File: config.mk
export PLATFORM = sky130hd
export DESIGN_NAME = instruction_decoder
export DESIGN_NICKNAME = d
export VERILOG_FILES = /design/src/rtl/instruction_decoder.sv
export SDC_FILE = /design/constraint.sdc
export NUM_CORES = 1
export LEC_CHECK = 0
export CORE_MARGIN = 8
export CORE_UTILIZATION = 35
export CTS_CLUSTER_SIZE = 16
export DETAILED_ROUTE_END_ITERATION = 10
export SKIP_CTS_REPAIR_TIMING = 1
export SYNTH_ARGS = -nofsm -noshare
export SYNTH_HDL_FRONTEND = slang
export SYNTH_SLANG_ARGS = --single-unit
File: constraint.sdc
create_clock -name clk -period 4.2 [get_ports clk]
set_input_delay 0.84 -clock clk [delete_from_list [all_inputs] [get_ports clk]]
set_output_delay 0.84 -clock clk [all_outputs]
set_load 0.03 [all_outputs]
File: src/rtl/instruction_decoder.sv
// rtl/instruction_decoder.sv - fetch/decode sequencer feeding the datapath control bundle
//
// Fetches 32-bit words over a req/ack handshake, decodes them and presents the
// datapath control fields. One write strobe and one program_counter_inc pulse
// are issued per retired instruction.
//
// Ports:
//   clk, rst            clock (rising edge), asynchronous active-high reset
//   start               leave IDLE/HALTED and begin fetching
//   imem_req/addr       fetch request and address
//   imem_ack/rdata      fetch accept, word valid in the same cycle
//   op, form, vec       ALU op, form select, vector mode
//   A, B, C, D          source register indices
//   Y1, Y2              destination register indices
//   zero_reg            zero mask latch (SETZ)
//   write               register write enables, EXEC cycle only
//   const_a, constant   constant-substitution select and extension word
//   program_counter_inc one-cycle retire pulse
//   halted              high in HALTED
module instruction_decoder #(
  parameter int                    ADDR_WIDTH = 16,
  parameter logic [ADDR_WIDTH-1:0] RESET_PC   = '0
) (
  input  logic                  clk,
  input  logic                  rst,
  input  logic                  start,
  output logic                  imem_req,
  output logic [ADDR_WIDTH-1:0] imem_addr,
  input  logic                  imem_ack,
  input  logic [31:0]           imem_rdata,
  output logic [2:0]            op,
  output logic                  form,
  output logic [1:0]            vec,
  output logic [3:0]            A,
  output logic [3:0]            B,
  output logic [3:0]            C,
  output logic [3:0]            D,
  output logic [3:0]            Y1,
  output logic [3:0]            Y2,
  output logic [3:0]            zero_reg,
  output logic [1:0]            write,
  output logic                  const_a,
  output logic [31:0]           constant,
  output logic                  program_counter_inc,
  output logic                  halted
);

  localparam logic [2:0] S_IDLE      = 3'd0;
  localparam logic [2:0] S_FETCH     = 3'd1;
  localparam logic [2:0] S_FETCH_EXT = 3'd2;
  localparam logic [2:0] S_EXEC      = 3'd3;
  localparam logic [2:0] S_HALTED    = 3'd4;

  localparam logic [1:0] CLS_ALU   = 2'b00;
  localparam logic [1:0] CLS_LOADK = 2'b01;
  localparam logic [1:0] CLS_SETZ  = 2'b10;
  localparam logic [1:0] CLS_HALT  = 2'b11;

  localparam logic [ADDR_WIDTH-1:0] PC_ONE = ADDR_WIDTH'(1);
  localparam logic [ADDR_WIDTH-1:0] PC_TWO = ADDR_WIDTH'(2);

  logic [2:0]            state_q, state_d;
  logic [ADDR_WIDTH-1:0] pc_q;
  logic [2:0]            op_q;
  logic                  form_q;
  logic [1:0]            vec_q;
  logic [3:0]            a_q, b_q, c_q, d_q, y1_q, y2_q;
  logic [3:0]            zero_q;
  logic [1:0]            wr_q;
  logic                  const_a_q;
  logic [31:0]           constant_q;
  logic                  pinc_q;

  logic [1:0] word_cls;
  logic       base_ack;
  logic       ext_ack;

  assign word_cls = imem_rdata[31:30];
  assign base_ack = (state_q == S_FETCH) && imem_ack;
  assign ext_ack  = (state_q == S_FETCH_EXT) && imem_ack;

  always_comb begin
    state_d = state_q;
    case (state_q)
      S_IDLE:      if (start) state_d = S_FETCH;
      S_FETCH: begin
        if (imem_ack) begin
          case (word_cls)
            CLS_LOADK: state_d = S_FETCH_EXT;
            CLS_HALT:  state_d = S_HALTED;
            default:   state_d = S_EXEC;
          endcase
        end
      end
      S_FETCH_EXT: if (imem_ack) state_d = S_EXEC;
      S_EXEC:      state_d = S_FETCH;
      S_HALTED:    if (start) state_d = S_FETCH;
      default:     state_d = S_IDLE;
    endcase
  end

  always_ff @(posedge clk or posedge rst) begin
    if (rst) begin
      state_q    <= S_IDLE;
      pc_q       <= RESET_PC;
      op_q       <= '0;
      form_q     <= 1'b0;
      vec_q      <= '0;
      a_q        <= '0;
      b_q        <= '0;
      c_q        <= '0;
      d_q        <= '0;
      y1_q       <= '0;
      y2_q       <= '0;
      zero_q     <= '0;
      wr_q       <= '0;
      const_a_q  <= 1'b0;
      constant_q <= '0;
      pinc_q     <= 1'b0;
    end else begin
      state_q <= state_d;
      // Retire pulse lands in the EXEC cycle, or the first HALTED cycle.
      pinc_q  <= (state_d == S_EXEC) || (base_ack && (word_cls == CLS_HALT));

      if (base_ack) begin
        case (word_cls)
          CLS_ALU, CLS_LOADK: begin
            op_q      <= imem_rdata[29:27];
            form_q    <= imem_rdata[26];
            vec_q     <= imem_rdata[25:24];
            a_q       <= imem_rdata[23:20];
            b_q       <= imem_rdata[19:16];
            c_q       <= imem_rdata[15:12];
            d_q       <= imem_rdata[11:8];
            y1_q      <= imem_rdata[7:4];
            y2_q      <= imem_rdata[3:0];
            const_a_q <= (word_cls == CLS_LOADK);
            wr_q      <= {imem_rdata[3:0] != 4'd0, imem_rdata[7:4] != 4'd0};
          end
          CLS_SETZ: begin
            zero_q    <= imem_rdata[3:0];
            const_a_q <= 1'b0;
            wr_q      <= 2'b00;
          end
          default: begin
            // HALT never visits EXEC, so step past the HALT word here.
            const_a_q <= 1'b0;
            wr_q      <= 2'b00;
            pc_q      <= pc_q + PC_ONE;
          end
        endcase
      end

      if (ext_ack) constant_q <= imem_rdata;

      // const_a is set only by a LOADK decode, so it doubles as the step-2 flag.
      if (state_q == S_EXEC) pc_q <= pc_q + (const_a_q ? PC_TWO : PC_ONE);
    end
  end

  always_comb begin
    imem_addr = '0;
    if (state_q == S_FETCH)     imem_addr = pc_q;
    if (state_q == S_FETCH_EXT) imem_addr = pc_q + PC_ONE;
  end

  assign imem_req            = (state_q == S_FETCH) || (state_q == S_FETCH_EXT);
  assign write               = (state_q == S_EXEC) ? wr_q : 2'b00;
  assign program_counter_inc = pinc_q;
  assign halted              = (state_q == S_HALTED);
  assign op                  = op_q;
  assign form                = form_q;
  assign vec                 = vec_q;
  assign A                   = a_q;
  assign B                   = b_q;
  assign C                   = c_q;
  assign D                   = d_q;
  assign Y1                  = y1_q;
  assign Y2                  = y2_q;
  assign zero_reg            = zero_q;
  assign const_a             = const_a_q;
  assign constant            = constant_q;

endmodule
### After elaboration in Yosys (flattened, before gate mapping)

Cells that the tools add are included.

* flip-flop bits (word level): 89
* input port bits: 36
* output and inout port bits: 88
* logic and storage cells: 57

* add/sub/neg operators: 2
* eq/ne operators: 9
* mux-type cells: 14
* reduce and logical (&&, ||, !) cells: 16

Operator list (count)
* $mux W16: 5
* $add A16 B1 Y16 const B: 1
* $add A16 B2 Y16: 1
* $pmux W3 S4: 1
* $eq A3 B2 Y1 const B: 3
* $mux W3: 3
* $reduce_bool A4 Y1: 2
* $mux W2: 3
* $pmux W3 S2: 1
* $reduce_and A2 Y1: 3
* $eq A2 B2 Y1 const B: 2
* $reduce_or A2 Y1: 2
* $eq A3 B1 Y1 const B: 1
* $eq A3 B3 Y1 const B: 1
* $logic_and A1 B1 Y1: 3
* $logic_not A3 Y1: 1
* $reduce_or A3 Y1: 1
* $eq A2 B1 Y1 const B: 1
* $logic_not A2 Y1: 1
* $logic_or A1 B1 Y1: 2
* $ne A2 B1 Y1 const B: 1
* $reduce_bool A2 Y1: 1
* $mux W1: 1

### Depth between registers and ports, before layout

* depth after elaboration: 6
* gate-level depth with buffers: 9
* gate-level depth less buffers: 8

### Least setup slack after synthesis

No wires, ideal clock.

* kind: register to output
* from: reg state_q[2]
* to: out imem_addr[11]
* arrival: 1985 ps
* required time: 3360 ps
* setup slack: 1375 ps
* cell stages (with the launch flop): 5
* buffers on the path: 1
* cell sequence: dfrtp_1 -> clkbuf_1 -> nor3b_1 -> nand3_1 -> o31ai_1

* word-level cells in the longest chain between the ends: 3
* elaborated cells on any way between the ends: 4
* classes of those cells: eq/ne: 2; mux: 2

Ends and longest elaborated chain
* from (decl): RTL line 62 `logic [2:0] state_q, state_d;`
* from (signal assigned): RTL line 121 `state_q <= state_d;`
* $eq A3 B1 Y1: RTL line 163 `if (state_q == S_FETCH) imem_addr = pc_q;`
* $mux W16: RTL line 163
* $mux W16 (*): RTL line 164 `if (state_q == S_FETCH_EXT) imem_addr = pc_q + PC_ONE;`
* to (decl): RTL line 28 `output logic [ADDR_WIDTH-1:0] imem_addr,`

Every way passes the cells marked *; elsewhere a longest branch is shown, timed or not.

### Worst setup path after layout

* from: reg state_q[1]
* to: out imem_addr[15]

Same word-level chain as after synthesis.

==> impl.org <==
** Timing
- Of the available clock period, the critical path in the final layout requires 0.802.
- The final count of pins violating max slew is 0.
- Hold is met by 0.481 ns.
- Transition time at the pin with the least slew margin :: 0.866 ns
- Unrepaired setup endpoints after global routing :: false
- Static timing analysis puts the maximum clock frequency at 297 MHz.
- Adding up every negative setup slack in the final design gives 0 ns.
- Number of setup violations in the final report :: 0
- Worst clock skew :: 0.00691 ns
- In this run the tightest slew margin relative to its limit is 0.423.
- Count of final hold-check violations :: 0
- The routed design could run at a clock period as short as 3.37 ns.

** Logic synthesis
- After synthesis, the cell types taking the most area are sky130_fd_sc_hd__dfrtp_1 (56%), sky130_fd_sc_hd__mux2_2 (18%), sky130_fd_sc_hd__o21ai_0 (2.9%).
- The synthesized design contains 0 enable-type register cells.
- Most frequently used flop master after synthesis :: sky130_fd_sc_hd__dfrtp_1
- The share of the Yosys chip area taken by registers is 0.558.
- In this run the mean area of a mapped cell was 12.0 um2.
- Of the post-synthesis cell area, the dominant cell type holds 0.558.
- Number of warning messages in the yosys log :: 0
- Largest area contributor in the netlist :: sky130_fd_sc_hd__dfrtp_1
- Of all flip-flops after synthesis, the portion carrying an async set or reset was 1.00.
- After synthesis the cells add up to 3990 um2.
- Yosys mapped the design onto 39 distinct sky130hd cell types.
- Synth Register Bits :: 89
- In the synthesized netlist, the number of instances is 333.
- The number of nets handed over by synthesis was 373.

** GRT
- For this run, the total global-route usage over all layers was measured as 0.145.
- Entering global routing, the biggest net connects 90 pins.
- Wire length of the first global-routing pass :: 17.0 mm
- Vias in the first global route :: 3225
- Residual overflow from global routing :: 0
- The number of antenna violations at the first check in global routing was 0.

** Drt
- Mean number of vias per cell :: 5.00
- Initial drt markers :: 192
- The pre-antenna-repair detailed-routing pass consisted of 4 iterations.
- Post-Route WL :: 10.6 mm
- Number of vias in the routed layout :: 2992
- Post-DRT Antenna Nets :: 0
- Number of remaining DRC errors :: 0
- After detailed routing, the average wire length per cell comes to 17.7 um.

** Critical path
- Cells along the critical path :: nor3b_1, buf_4, nand3_1, nor3_1, nor2_1, a31oi_1, clkdlybuf4s50_1
- Library cell contributing the largest single delay on the critical path :: sky130_fd_sc_hd__clkdlybuf4s50_1
- Buf+Inv Stages, Crit Path :: 2
- CP peak stage delay :: 0.69 ns
- Critical path endpoint category :: output pin
- Data on the critical path is required at its endpoint by 3.36 ns.
- Highest net fanout along the worst path :: 8
- The critical path is of the reg2out type.
- Data on the critical path arrives at its endpoint at 2.53 ns.
- Top Family by Delay on Critical Path :: buffers and inverters
- Critical Path Source Type :: flop

** Power
- Switching Share :: 0.414
- Relative contribution of combinational cells to total power :: 0.531
- Share of total power in the clock network :: 0.169
- The share of total power dissipated in sequential elements is 0.300.
- For this design the total switching power over the nets is 2.08 mW.
- Max VDD drop :: 418 uV
- Cell internal power dissipation :: 2.94 mW
- Summed over all cells, the static leakage comes to 2.30 nW.
- Power spread over the standard cell area amounts to 886 nW/um2.

** Outcome
- Run status :: finished clean

** Floorplan
- Number of rows created at floorplan :: 39
- Measured along the x axis, the die boundary spans 123 um.
- The die is 123 um tall.
- The floorplan step defined a die boundary enclosing 15100 um2.
- Floorplan core area :: 11300 um2
- 124 I/O pins were placed.
- Initial Util :: 0.354

** Clock tree
- Total clock buffers created by CTS :: 9
- The H-tree was split into 3 levels.
- Clock-pin slew was measured on the worst setup and hold paths at 0.06 ns.
- Clock tree from TritonCTS :: done
- Insertion delay of the later-clocked pin in the worst-skew pair :: 0.33 ns
- Sinks on the clock net :: 89
- Library cell used as clock root buffer :: sky130_fd_sc_hd__clkbuf_16
- Buffer depth of the longest clock path :: 2

** Finish
- Relative to the synthesized area, the layout overhead comes to 42.2%.
- With fillers left out, the area of the finished cells amounts to 5670 um2.
- Fill cell total of the finished layout :: 1026
- Number of nets at the end of the flow :: 491
- Count of antenna diodes in the layout :: 0
- Fraction of layout cells with a size suffix above 1 :: 0.196
- Flip-flop count of the largest register after layout :: 32

** Place
- Final weighted congestion in routability-driven placement :: 0.823
- DP Area :: 5360 um2
- Half-perimeter wire length of the detailed placement result :: 7.52 mm
- Total of buffers placed on input and output ports :: 123

** Flow run
- Across the run, the number of max-cap violations was 0.

** Worst hold path
- Hold/Removal Path Class :: reg2reg
-- path summary, 6_finish.rpt --
| kind | startpoint | to | slack (ns) | cells past startpoint |
|---|---|---|---|---|
| setup / recovery | state_q[1]$_DFF_PP0_ | imem_addr[15] | 0.83 | 7 |
| max in group asynchronous | rst | B[0]$_DFFE_PP0P_ | 2.90 | 3 |
| setup reg to reg | state_q[1]$_DFF_PP0_ | B[0]$_DFFE_PP0P_ | 1.71 | 5 |
| hold / removal | wr_q[1]$_DFFE_PP0P_ | wr_q[1]$_DFFE_PP0P_ | 0.48 | 2 |
| min in group asynchronous | rst | pc_q[7]$_DFFE_PP0P_ | 0.93 | 3 |
| hold reg to reg | wr_q[1]$_DFFE_PP0P_ | wr_q[1]$_DFFE_PP0P_ | 0.48 | 2 |
-- Yosys cell counts, drive strengths merged, types with 3 or more instances --
cell type	instances
nor4	3
ha	3
xor2	11
o31ai	7
and2	6
nand3	6
nor2	23
mux2	66
clkbuf	11
inv	6
a31oi	3
and3	4
o21ai	23
xnor2	6
buf	8
dfrtp	89
nand2	29
nor3	3
-- per-stage QoR --
stage | instances | util | power (mW) | setup slack (ns)
floorplan | 333 | - | 3.07 | 1.05
global placement | 583 | 0.476 | 4.18 | 1.23
detailed placement | 583 | 0.476 | 4.21 | 1.21
CTS | 598 | 0.503 | 5.09 | 0.833
global route | 598 | 0.503 | 5.30 | 0.566
finish | 598 | 0.503 | 5.02 | 0.833
-- power by group through the flow --
stage / Clock [mW] / Sequential (mW) / Combinational, mW
global placement: 0 / 1.49 / 2.68
floorplan: 0 / 2.11 / 0.964
global route: 0.907 / 1.56 / 2.83
detailed placement: 0 / 1.52 / 2.69
finish: 0.851 / 1.51 / 2.67
CTS: 0.877 / 1.51 / 2.70
-- cells by family after synthesis --
group,synth area share
and+or+nand+nor,0.108
buffers and inverters,0.0260
xor gates and xnor gates,0.0373
adders and majority gates,0.0144
AOI/OAI and AO/OA,0.0699
muxes,0.186
DFF,0.558
-- final cells by class --
cell class | count | area [um2] | share of cell area
Clock buffer | 11 | 233 | 0.0410
Clock inverter | 4 | 77.6 | 0.0137
Inverter | 6 | 23.8 | 0.00419
Multi-Input combinational cell | 219 | 1670 | 0.294
Sequential cell | 89 | 2230 | 0.393
Tap cell | 143 | 179 | 0.0315
Timing Repair Buffer | 126 | 1270 | 0.223
-- metal layers --
| layer | up-vias | track usage | wire length [um] |
|---|---|---|---|
| met4 | 0 | 0.0548 | 178 |
| met5 | - | 0 | 0 |
| li1 | 1395 | - | - |
| met1 | 1476 | 0.168 | 4370 |
| met2 | 107 | 0.216 | 4670 |
| met3 | 14 | 0.0860 | 1370 |
-- placed cells by master, fill, tap and decap left out, types with 3 or more instances in the layout --
cell type	instances
sky130_fd_sc_hd__clkdlybuf4s50_1	123
sky130_fd_sc_hd__dfrtp_1	89
sky130_fd_sc_hd__mux2_2	65
sky130_fd_sc_hd__nand2_1	29
sky130_fd_sc_hd__o21ai_0	23
sky130_fd_sc_hd__nor2_1	22
sky130_fd_sc_hd__xor2_1	11
sky130_fd_sc_hd__clkbuf_16	9
sky130_fd_sc_hd__o31ai_1	7
sky130_fd_sc_hd__nand3_1	6
sky130_fd_sc_hd__xnor2_1	6
sky130_fd_sc_hd__inv_1	5
sky130_fd_sc_hd__and2_1	5
sky130_fd_sc_hd__and3_1	4
sky130_fd_sc_hd__nor4_1	3
sky130_fd_sc_hd__a31oi_1	3
sky130_fd_sc_hd__ha_1	3
-- worst reg2reg max path, cell delays in order (launching register included) --
cell and delay [ns]:
sky130_fd_sc_hd__dfrtp_1 0.46, sky130_fd_sc_hd__nor3b_2 0.61, sky130_fd_sc_hd__nand2_1 0.36, sky130_fd_sc_hd__nor2_4 0.15, sky130_fd_sc_hd__buf_4 0.40, sky130_fd_sc_hd__mux2_2 0.40
Power figures use the tool's default switching activity.
